`config.mk`:
```
export PLATFORM = sky130hd
export DESIGN_NAME = alu_seq
export DESIGN_NICKNAME = d
export VERILOG_FILES = /design/src/rtl/alu_pkg.sv /design/src/rtl/alu_mul_iter.sv /design/src/rtl/alu_seq.sv
export SDC_FILE = /design/constraint.sdc
export NUM_CORES = 1
export LEC_CHECK = 0
export CAP_MARGIN = 15
export CORE_AREA = 2 2 72 74
export DETAILED_ROUTE_END_ITERATION = 7
export DIE_AREA = 0 0 74 76
export PLACE_DENSITY = 0.69
export RECOVER_POWER = 25
export REMOVE_ABC_BUFFERS = 1
export SLEW_MARGIN = 10
export SYNTH_ARGS = -nofsm -noshare
export SYNTH_HDL_FRONTEND = slang
export SYNTH_SLANG_ARGS = --single-unit
```
`constraint.sdc`:
```
create_clock -name clk -period 2 [get_ports clk]
set_input_delay 0.6 -clock clk [delete_from_list [all_inputs] [get_ports clk]]
set_output_delay 0.6 -clock clk [all_outputs]
set_load 0.01 [all_outputs]
```
`src/rtl/alu_pkg.sv`:
```
// alu_pkg: shared op codes and FSM state encoding for alu_seq.
package alu_pkg;

  localparam int OP_W = 3;

  typedef enum logic [OP_W-1:0] {
    OP_ADD = 3'b000,
    OP_SUB = 3'b001,
    OP_AND = 3'b010,
    OP_OR  = 3'b011,
    OP_XOR = 3'b100,
    OP_SHL = 3'b101,
    OP_SHR = 3'b110,
    OP_MUL = 3'b111
  } op_e;

  typedef enum logic {
    ST_IDLE = 1'b0,
    ST_MUL  = 1'b1
  } state_e;

endpackage

```
`src/rtl/alu_mul_iter.sv`:
```
// alu_mul_iter: WIDTH-iteration shift-add multiplier, one partial product per clock.
// Operands latch on start; done pulses during the final iteration and product
// then carries the completed result, so the consumer can register it on that edge.
module alu_mul_iter
  import alu_pkg::*;
#(
  parameter int WIDTH = 8
) (
  input  logic                 clk,
  input  logic                 rst,
  input  logic                 start,
  input  logic [WIDTH-1:0]     A,
  input  logic [WIDTH-1:0]     B,
  output logic                 busy,
  output logic                 done,
  output logic [2*WIDTH-1:0]   product
);

  localparam int CNT_W = $clog2(WIDTH + 1);

  logic [CNT_W-1:0]     r_cnt;
  logic                 r_busy;
  logic [2*WIDTH-1:0]   r_acc;
  logic [2*WIDTH-1:0]   r_mcand;
  logic [WIDTH-1:0]     r_mplier;
  logic [2*WIDTH-1:0]   w_acc_next;

  assign w_acc_next = r_acc + (r_mplier[0] ? r_mcand : {(2*WIDTH){1'b0}});
  assign busy       = r_busy;
  assign done       = r_busy && (r_cnt == CNT_W'(WIDTH - 1));
  assign product    = w_acc_next;

  // Iteration control: busy flag and counter, cleared asynchronously
  always_ff @(posedge clk or posedge rst) begin
    if (rst) begin
      r_busy <= 1'b0;
      r_cnt  <= '0;
    end else if (start && !r_busy) begin
      r_busy <= 1'b1;
      r_cnt  <= '0;
    end else if (r_busy) begin
      if (done) begin
        r_busy <= 1'b0;
        r_cnt  <= '0;
      end else begin
        r_cnt <= r_cnt + 1'b1;
      end
    end
  end

  // Datapath: accumulate one shifted multiplicand per iteration
  always_ff @(posedge clk) begin
    if (start && !r_busy) begin
      r_acc    <= '0;
      r_mcand  <= {{WIDTH{1'b0}}, A};
      r_mplier <= B;
    end else if (r_busy) begin
      r_acc    <= w_acc_next;
      r_mcand  <= r_mcand << 1;
      r_mplier <= r_mplier >> 1;
    end
  end

endmodule

```
`src/rtl/alu_seq.sv`:
```
// alu_seq: handshaked WIDTH-bit ALU with registered result, carry and zero.
// Build option ALU_MUL_EN: when defined, sel = 111 runs the iterative
// multiplier (WIDTH cycles); when undefined it completes in one cycle with
// Y = 0, carry = 1 and no multiplier or MUL state is built.
module alu_seq
  import alu_pkg::*;
#(
  parameter int WIDTH = 8
) (
  input  logic              clk,
  input  logic              rst,
  input  logic              in_valid,
  output logic              in_ready,
  input  logic [WIDTH-1:0]  A,
  input  logic [WIDTH-1:0]  B,
  input  logic [OP_W-1:0]   sel,
  output logic              out_valid,
  input  logic              out_ready,
  output logic [WIDTH-1:0]  Y,
  output logic              carry,
  output logic              zero
);

  localparam int SH_W = $clog2(WIDTH);

  // Single-cycle result packed as {carry, y}
  function automatic logic [WIDTH:0] alu_op(input op_e op,
                                            input logic [WIDTH-1:0] a,
                                            input logic [WIDTH-1:0] b);
    logic [WIDTH:0]  t;
    logic [WIDTH:0]  s;
    logic [SH_W-1:0] n;
    t = '0;
    s = '0;
    n = b[SH_W-1:0];
    case (op)
      OP_ADD: t = {1'b0, a} + {1'b0, b};
      OP_SUB: t = {(a < b), a - b};
      OP_AND: t = {1'b0, a & b};
      OP_OR:  t = {1'b0, a | b};
      OP_XOR: t = {1'b0, a ^ b};
      // Bit WIDTH of the widened shift is the last bit pushed out (0 when n = 0)
      OP_SHL: t = {1'b0, a} << n;
      // A guard zero below bit 0 catches the last bit shifted out
      OP_SHR: begin
        s = {a, 1'b0} >> n;
        t = {s[0], s[WIDTH:1]};
      end
      default: t = {1'b1, {WIDTH{1'b0}}};
    endcase
    return t;
  endfunction

  logic              r_out_valid;
  logic [WIDTH-1:0]  r_y;
  logic              r_carry;
  logic              r_zero;
  logic              w_accept;
  logic              w_load;
  logic [WIDTH:0]    w_alu;
  logic [WIDTH:0]    w_res;

  assign w_accept = in_valid && in_ready;
  assign w_alu    = alu_op(op_e'(sel), A, B);

`ifdef ALU_MUL_EN
  state_e              r_state;
  logic                w_is_mul;
  logic                w_mul_busy;
  logic                w_mul_done;
  logic [2*WIDTH-1:0]  w_prod;

  assign w_is_mul = (op_e'(sel) == OP_MUL);
  assign in_ready = (r_state == ST_IDLE) && (!r_out_valid || out_ready) && !rst;
  assign w_load   = (w_accept && !w_is_mul) || w_mul_done;
  assign w_res    = w_mul_done ? {|w_prod[2*WIDTH-1:WIDTH], w_prod[WIDTH-1:0]} : w_alu;

  alu_mul_iter #(.WIDTH(WIDTH)) u_mul (
    .clk     (clk),
    .rst     (rst),
    .start   (w_accept && w_is_mul),
    .A       (A),
    .B       (B),
    .busy    (w_mul_busy),
    .done    (w_mul_done),
    .product (w_prod)
  );

  // Sequencer: park in ST_MUL until the multiplier hands back its result
  always_ff @(posedge clk or posedge rst) begin
    if (rst) begin
      r_state <= ST_IDLE;
    end else begin
      case (r_state)
        ST_IDLE: if (w_accept && w_is_mul) r_state <= ST_MUL;
        ST_MUL:  if (w_mul_done || !w_mul_busy) r_state <= ST_IDLE;
        default: r_state <= ST_IDLE;
      endcase
    end
  end
`else
  assign in_ready = (!r_out_valid || out_ready) && !rst;
  assign w_load   = w_accept;
  assign w_res    = w_alu;
`endif

  // Output register: load on completion, drop valid on drain without reload
  always_ff @(posedge clk or posedge rst) begin
    if (rst) begin
      r_out_valid <= 1'b0;
      r_y         <= '0;
      r_carry     <= 1'b0;
      r_zero      <= 1'b0;
    end else if (w_load) begin
      r_out_valid <= 1'b1;
      r_y         <= w_res[WIDTH-1:0];
      r_carry     <= w_res[WIDTH];
      r_zero      <= (w_res[WIDTH-1:0] == '0);
    end else if (out_ready) begin
      r_out_valid <= 1'b0;
    end
  end

  assign out_valid = r_out_valid;
  assign Y         = r_y;
  assign carry     = r_carry;
  assign zero      = r_zero;

endmodule

```
==> results of run 1 <==
==> registers in the layout, summed over array words and instances (netlist names) <==
register	flops
Y	8
carry	1
out_valid	1
zero	1
==> layout make-up <==
type,count,area [µm²],area share [%]
Clock buffer,4,45.04,1.140
Inverter,24,107.6,2.723
Multi-Input combinational cell,214,2074,52.50
Sequential cell,11,275.3,6.966
Tap cell,70,87.58,2.217
Timing Repair Buffer,154,1361,34.45
==> how the worst max path moves through the flow <==
| stage | from | endpoint | slack, ns | depth (start not counted) |
|---|---|---|---|---|
| 3_3_place_gp | A[0] | zero | -1.53 | 11 |
| 4_1_cts | B[0] | zero | -0.93 | 10 |
| 5_1_grt | A[0] | zero | -0.89 | 12 |
| 3_5_place_dp | A[0] | zero | -1.61 | 12 |
| 6_report | A[0] | zero | -0.79 | 12 |
| 2_1_floorplan | A[0] | zero | -0.90 | 9 |
==> where the power goes <==
group          internal [mW]  total, mW  switching [mW]
registers              0.262      0.284          0.0225
logic                  0.568       1.07           0.499
clock network          0.140      0.221          0.0813
==> what timing repair did <==
action / CTS / global route
hold buffers: 0 / 0
buffers inserted: 18 / 6
gates cloned: 1 / 0
gates resized for setup: 157 / 34
endpoints found under the setup margin: 11 / 11
pin swaps: 39 / 36
==> stage by stage <==
| stage | hold WS [ns] | cell area [µm²] | util (%) | TNS [ns] |
|---|---|---|---|---|
| finish | 0.4803 | 3951 | 80.44 | -3.554 |
| global route | 0.5007 | 3951 | 80.44 | -4.246 |
| CTS | 0.4848 | 3786 | 77.08 | -3.677 |
| detailed placement | 0.4743 | 3187 | 64.88 | -12.52 |
| global placement | 0.4645 | 3187 | 64.88 | -11.86 |
| floorplan | 0.4524 | 1991 | - | -2.906 |
==> worst max-delay path, cell delays in order <==
cell      delay (ns)
buf_12          0.09
inv_6           0.03
ha_4            0.15
fa_2            0.38
buf_6           0.15
o21bai_4        0.15
a21oi_2         0.09
or4_1           0.40
o211ai_1        0.13
xor2_1          0.30
o21ai_2         0.12
o41ai_2         0.33
==> kinds of logic (layout without fill, tap and decap cells) <==
| logic type | after synthesis | count (layout) | share of synthesized area, % |
|---|---|---|---|
| mux | 12 | 12 | 8.834 |
| buf+inv | 42 | 182 | 8.714 |
| fa+ha+maj | 27 | 27 | 16.95 |
| compound gates | 91 | 91 | 31.67 |
| simple gates | 77 | 77 | 17.67 |
| xor+xnor | 7 | 7 | 2.945 |
| flops | 11 | 11 | 13.22 |
==> placed cells by master (no fill, tap or decap), types with 6 or more instances in the layout <==
cell type,synthesis,routed
buf_4,1,102
nand2_1,25,23
buf_6,2,17
nor2_1,17,15
clkdlybuf4s50_1,0,14
inv_1,23,12
dfrtp_1,11,11
ha_4,0,11
ha_1,25,10
o21ai_0,16,8
inv_2,1,7
dlygate4sd2_1,0,7
nor3_1,7,6
==> per-layer routing <==
layer,track usage (%),share of wire [%],routed length (µm)
met1,36.63,36,3318
met5,0,0,0
met3,6.481,9.4,871
met2,52.59,47,4360
met4,17.27,7.6,708
==> results by stage, run 1 <==
Clocking:
- The TritonCTS clock tree is built.
- CTS placed an instance of clkbuf_8 at the clock tree root.
- CTS saw 11 sinks.
- TritonCTS created 3 clock buffers.
- The maximum buffer depth of the clock tree is 2.
- CTS built an H-tree with a depth of 1.
- The clock latency of the later-clocked register in the worst-skew pair is between 0.2 and 0.25 ns.
- After clock tree synthesis, the clock-pin slew on the worst setup and hold paths is 0.05 ns.

Setup path:
- The type of destination of the critical path is a flop.
- At the worst endpoint, the required time is about 2.1 ns.
- The critical path launch point type is an input port.
- The worst reg2reg path startpoint is out_valid.
- The depth of the worst register-to-register path is 6.
- The maximum net fanout on the critical path is 3.
- The endpoint identified for the worst register-to-register timing path is zero.
- The data arrival time at the worst-slack endpoint is 2.92 ns.
- In this run the register-to-register setup slack is -0.13 ns.
- The kind of critical path is input port to flop.

Hold path:
- The worst min-delay path startpoint is Y[0].
- For hold timing, the worst endpoint is Y[0].
- The worst hold path class is flop to flop.
- The number of instances on the worst hold path is 2.

Synth:
- The post-synthesis sequential element count is 11.
- The post-synthesis cell count is 267.
- By area the synthesized netlist is led by ha_1 (15%), dfrtp_1 (13%), mux4_2 (5.4%).
- The synthesized design spends more area on one cell type than any other, namely ha_1.
- The number of library cell types mapped by synthesis is 56.
- The sequential area share after synthesis is around an eighth.
- After synthesis the cells add up to between 0.002 and 0.0025 mm².
- The share of synthesized area in the top cell type comes to 15.02%.
- Each instance of the synthesized netlist takes up on average 7.798 µm².
- The number of enable-type register cells in the synthesized netlist is 0.
- Counting instances in the post-synthesis netlist gives the leading cell types as ha_1 (25), nand2_1 (25), inv_1 (23).
- Among all flip-flop cells after synthesis, the most frequent one is dfrtp_1.
- The count of yosys warnings during synthesis is 0.
- In the synthesized netlist the async set-or-reset flop fraction comes to 100.0%.

Route:
- The number of nets with antenna violations after detailed routing is 0.
- In the routed design, unresolved DRC markers number 0.
- Before antenna repair, the detailed router went through 5 iterations.
- The via count is between 2k and 3k.
- The routed design has between 9000 and 10000 µm of wire.
- The via density per instance is 6.080.
- The wire length per cell after detailed routing is about 19 µm.
- For this block, the initial DRC count from the detailed router was 385.

Cells and area:
- The number of diodes added for antenna fixing is 0.
- The layout overhead on the synthesized area is 89.78%.
- In the final layout, the share of cells above drive strength 1 is around 53%.
- The non-filler instance count after layout is 477.
- The net count of the finished layout is 458.
- The layout filler cell count is between 200 and 300.

Global route:
- The overall routing resource usage is approximately a third.
- The wire length of the first global-routing pass is 14040 µm.
- Entering global routing, the biggest net connects 18 pins.
- The number of antenna violations at the first check in global routing is 0.
- The via count of the first global-routing pass is around 2.9k.
- The total overflow left after global routing is 0.

Job:
- The number of max-capacitance violations reported is 0.

Power and ir drop:
- The worst-case IR drop observed on VDD is between 0.2 and 0.3 mV.
- The leakage component of the power is between 1.5 and 2 nW.
- The power density over cell area is approximately 400 mW/mm².
- Summing internal, switching and leakage power gives about 1.6 mW.

Placed design:
- The number of cells after detailed placement is approximately 450.
- The number of I/O port buffers is 34.
- The setup slack after placement is -1.611 ns.
- At the end of routability-driven placement, the weighted congestion stood at between 0.9 and 1.
- Detailed placement ended at an HPWL of approximately 5600 µm.

Die:
- The floorplan step set the die width to approximately 74 µm.
- The number of top-level pins is 35.
- The starting utilization of the core area is roughly 42%.
- The floorplan has 26 rows.
- The area enclosed by the die boundary is between 0.005 and 0.006 mm².
- From bottom edge to top edge, the die measures approximately 76 µm.
- The core outline area is between 0.004 and 0.005 mm².

Run status:
- The checks that failed: negative setup slack.
- The run finished, with violations left.

Timing:
- The max-slew violation count is 0.
- Between clock sinks in the finished design, the worst skew comes to 0.002274 ns.
- The top achievable clock speed is roughly 360 MHz.
- The number of endpoints failing setup at the final stage is 9.
- The ratio of final minimum period to clock period is 139.6%.
- The slew at the pin with the worst max-slew slack is between 0.3 and 0.4 ns.
- The worst setup slack after layout is -0.7918 ns.
- The final number of hold-violating endpoints is 0.
- The worst pin sits at a relative slew slack of ~73%.
- The clock period minus final worst setup slack is around 2.8 ns.
- Setup repair after global routing could not meet its margin everywhere.
Power figures use the tool's default switching activity.
==> run 2, diff against run 1 <==
--- a/config.mk
+++ b/config.mk
@@ -9,7 +9,7 @@
 export CORE_AREA = 2 2 72 74
 export DETAILED_ROUTE_END_ITERATION = 7
 export DIE_AREA = 0 0 74 76
-export PLACE_DENSITY = 0.69
+export PLACE_DENSITY = 0.66
 export RECOVER_POWER = 25
 export REMOVE_ABC_BUFFERS = 1
 export SLEW_MARGIN = 10
==> constraint.sdc (replaced) <==
create_clock -name clk -period 3.3 [get_ports clk]
set_input_delay 0.99 -clock clk [delete_from_list [all_inputs] [get_ports clk]]
set_output_delay 0.99 -clock clk [all_outputs]
set_load 0.01 [all_outputs]
==> run 2 against run 1 <==
Count of clock-buffer cells in the layout unchanged. The run now ends clean. Cell area is 19% lower. Critical path depth fell by 3. Non-clock buffer count down 40. Critical path type unchanged. Hold slack worse by 0.0080 ns. Wire length decreased by 25%. Final cell count shrank 8.4%.
==> results by stage, run 2 (synthesized netlist as in run 1, its figures left out) <==
Power and ir drop:
- The total chip power is 0.7934 mW (was 1.573 mW).
- The maximum vdd drop is 0.1147 mV (was 0.2984 mV).
- The power density over cell area is 247.8 mW/mm² (was 398.1 mW/mm²).
- The leakage component of the power is 1.482 nW (was 1.764 nW).

Global route:
- The via count of the first global-routing pass is 2508 (was 2936).
- The wire length of the first global-routing pass is 11650 µm (was 14040 µm).
- The total global routing overflow is 0 (unchanged).
- The number of antenna violations at the first check in global routing came to 0 (unchanged).
- The pin count of the biggest net entering global routing came to 18 (unchanged).
- The overall routing resource usage is 26.01% (was 31.51%).

Hold path:
- The worst hold path class is flop to flop (unchanged).

Die:
- The die height is 76 µm (unchanged).
- The number of top-level pins is 35 (unchanged).
- The number of standard-cell rows in the floorplan is 26 (unchanged).
- The starting utilization of the core area is 42.38% (unchanged).
- The core outline area is 0.004912 mm² (unchanged).
- The area enclosed by the die boundary is 0.005624 mm² (unchanged).
- The width of the die is 74 µm (unchanged).

Cells and area:
- The area of the multi-input gates is 0.001738 mm² (was 0.002074 mm²).
- The share of layout cells above drive strength 1 was 31.61% (was 52.83%).
- The layout overhead on the synthesized area is 53.79% (was 89.78%).
- The layout filler cell count is 416 (was 273).
- The combined flip-flop and latch cell area is 275.3 µm² (unchanged).
- The net count reported at finish is 418 (was 458).
- The most common cell after layout, fill and taps aside is buf_4 (unchanged).
- The number of flip-flops under the largest register name was 8 (unchanged).
- The number of diodes added for antenna fixing is 0 (unchanged).
- Most frequent cells in the layout: buf_4 (76), nand2_1 (25), clkdlybuf4s50_1 (25) (was buf_4 (102), nand2_1 (23), buf_6 (17)).
- The non-filler instance count after layout is 437 (was 477).
- The post-route cell area is 0.003202 mm² (was 0.003951 mm²).

Route:
- The length of the first detailed-routing pass in iterations is 4 (was 5).
- The DRC marker count from the first detailed-route iteration is 200 (was 385).
- The via count came to 2451 (was 2900).
- The via density per instance is 5.609 (was 6.080).
- The total wire length was 6929 µm (was 9258 µm).
- The DRC violation count after routing is 0 (unchanged).
- The number of nets with antenna violations after detailed routing is 0 (unchanged).
- The wire length per cell after detailed routing is 15.86 µm (was 19.41 µm).

Timing:
- Static timing analysis puts the maximum clock frequency at 307.7 MHz.
- The final number of hold-violating endpoints came to 0 (unchanged).
- The clock period minus final worst setup slack is between 3 and 4 ns.
- The number of endpoints failing setup at the final stage is 0 (was 9).
- The worst relative slew slack is 65.67% (was 73.47%).
- The worst hold margin is 0.4723 ns (was 0.4803 ns).
- The worst setup slack after layout came to 0.04962 ns (was -0.7918 ns).
- The max-slew violation count is 0 (unchanged).
- The worst path uses 98.50% of the clock period.
- The slew at the pin with the worst max-slew slack is 0.5119 ns (was 0.3869 ns).
- The final setup skew is 0.0007492 ns (was 0.002274 ns).

Placed design:
- The setup slack after placement was -0.6704 ns (was -1.611 ns).
- The final weighted congestion in routability-driven placement is 0.9129 (was 0.9260).
- The HPWL after detailed placement came to 5463 µm (was 5588 µm).
- The number of cells after detailed placement is 430 (was 452).
- The number of I/O port buffers was 34 (unchanged).
- The total placed instance area is 0.003022 mm² (was 0.003187 mm²).

Job:
- The number of max-capacitance violations reported is 0 (unchanged).

Clocking:
- The clock latency of the later-clocked register in the worst-skew pair came to 0.24 ns (about the same).
- The number of hold buffers added after cts is 0 (unchanged).
- The cell chosen for the clock root is clkbuf_8 (unchanged).
- The maximum buffer depth of the clock tree is 2 (unchanged).
- The depth of the CTS H-tree is 1 (unchanged).
- The TritonCTS buffer count came to 3 (unchanged).
- The TritonCTS clock tree is built (unchanged).
- The clock transition time at the flip-flop clock pins of the worst setup and hold paths is 0.05 ns (about the same).
- The number of sinks driven by the clock tree was 11 (unchanged).

Setup path:
- The kind of critical path is input port to flop (unchanged).
- The critical path launch point type was an input port (unchanged).
- The cell class contributing the biggest share of worst-path delay is compound AO/OA/AOI/OAI gates (unchanged).
- The data arrival time at the worst-slack endpoint is 3.39 ns (was 2.92 ns).
- The maximum cell stage delay along the critical path came to 0.56 ns (was 0.40 ns).
- The number of buffer and inverter stages on the critical path came to 3 (unchanged).
- The slowest stage cell on the critical path is or4_4 (was or4_1).
- The type of destination of the critical path is a flop (unchanged).
- CP Cell Sequence: dlygate4sd2_1, buf_6, buf_4, mux4_2, a31oi_1, nor3b_1, a2111o_1, or4_4, o41ai_4 (was buf_12, inv_6, ha_4, fa_2, buf_6, o21bai_4, a21oi_2, or4_1, o211ai_1, xor2_1, o21ai_2, o41ai_2).
- The critical path required time is 3.44 ns (was 2.13 ns).
- The maximum net fanout on the critical path was 6 (was 3).

Run status:
- Status: finished clean (was finished with violations).
## run 2: changes by cell type in the layout (fill, tap and decap cells not counted), sizes merged
cell / delta
clkdlybuf4s25: -1
bufbuf: -1
clkdlybuf4s50: +11
clkbuf: -1
buf: -45
clkdlybuf4s15: -1
dlygate4sd2: -2
## run 2: final cells by class
cell class	instances	area share, %
clock buffers	4	1.407
inverters	24	2.814
multi-input cells	214	54.28
flip-flops and latches	11	8.597
well taps	70	2.735
repair buffers	114	30.17
## run 2: worst paths after layout
check | startpoint | endpoint | slack [ns] | depth (start not counted)
worst max-delay path | A[3] | zero | 0.05 | 9
worst min-delay path | Y[1] | Y[1] | 0.47 | 2
worst max register to register | out_valid | zero | 1.22 | 6
worst min register to register | Y[1] | Y[1] | 0.47 | 2
max in group asynchronous | rst | Y[4] | 1.92 | 2
min in group asynchronous | rst | Y[3] | 1.11 | 2
## run 2: through the flow
stage / TNS [ns] / utilization (%)
6_report: 0 / 65.18
5_1_grt: -0.02623 / 65.18
4_1_cts: 0 / 64.06
3_5_place_dp: -2.897 / 61.51
3_3_place_gp: -2.571 / 61.51
2_1_floorplan: 0 / -
## run 2: per-layer routing
layer / up-vias / track usage [%] / share of wire, % / wire length [µm]
met1: 1141 / 32.98 / 42 / 2904
met4: 0 / 13.45 / 3.1 / 218
met2: 101 / 42.68 / 50 / 3457
met3: 18 / 2.513 / 5.0 / 348
met5: - / 0 / 0 / 0
li1: 1191 / - / - / -
## run 2: where the power goes
group          total [mW]  leakage (nW)  switching [mW]  internal [mW]
Clock               0.131        0.0228          0.0467         0.0844
Sequential          0.172         0.139          0.0129          0.159
Combinational       0.491          1.32           0.229          0.262
Total               0.793          1.48           0.288          0.505
## run 2: worst register-to-register path, cell delays in order, from the launching register on
cell and delay [ns]:
dfrtp_1 0.40, a21oi_2 0.19, nand2_1 0.10, a211o_1 0.23
a2111o_1 0.31, or4_4 0.56, o41ai_4 0.20
## run 2: timing repair
| action | in CTS | in global routing |
|---|---|---|
| endpoints found under the setup margin | 6 | 3 |
| resized for setup | 45 | 13 |
| pin swaps | 15 | 11 |
| buffers inserted | 3 | 0 |
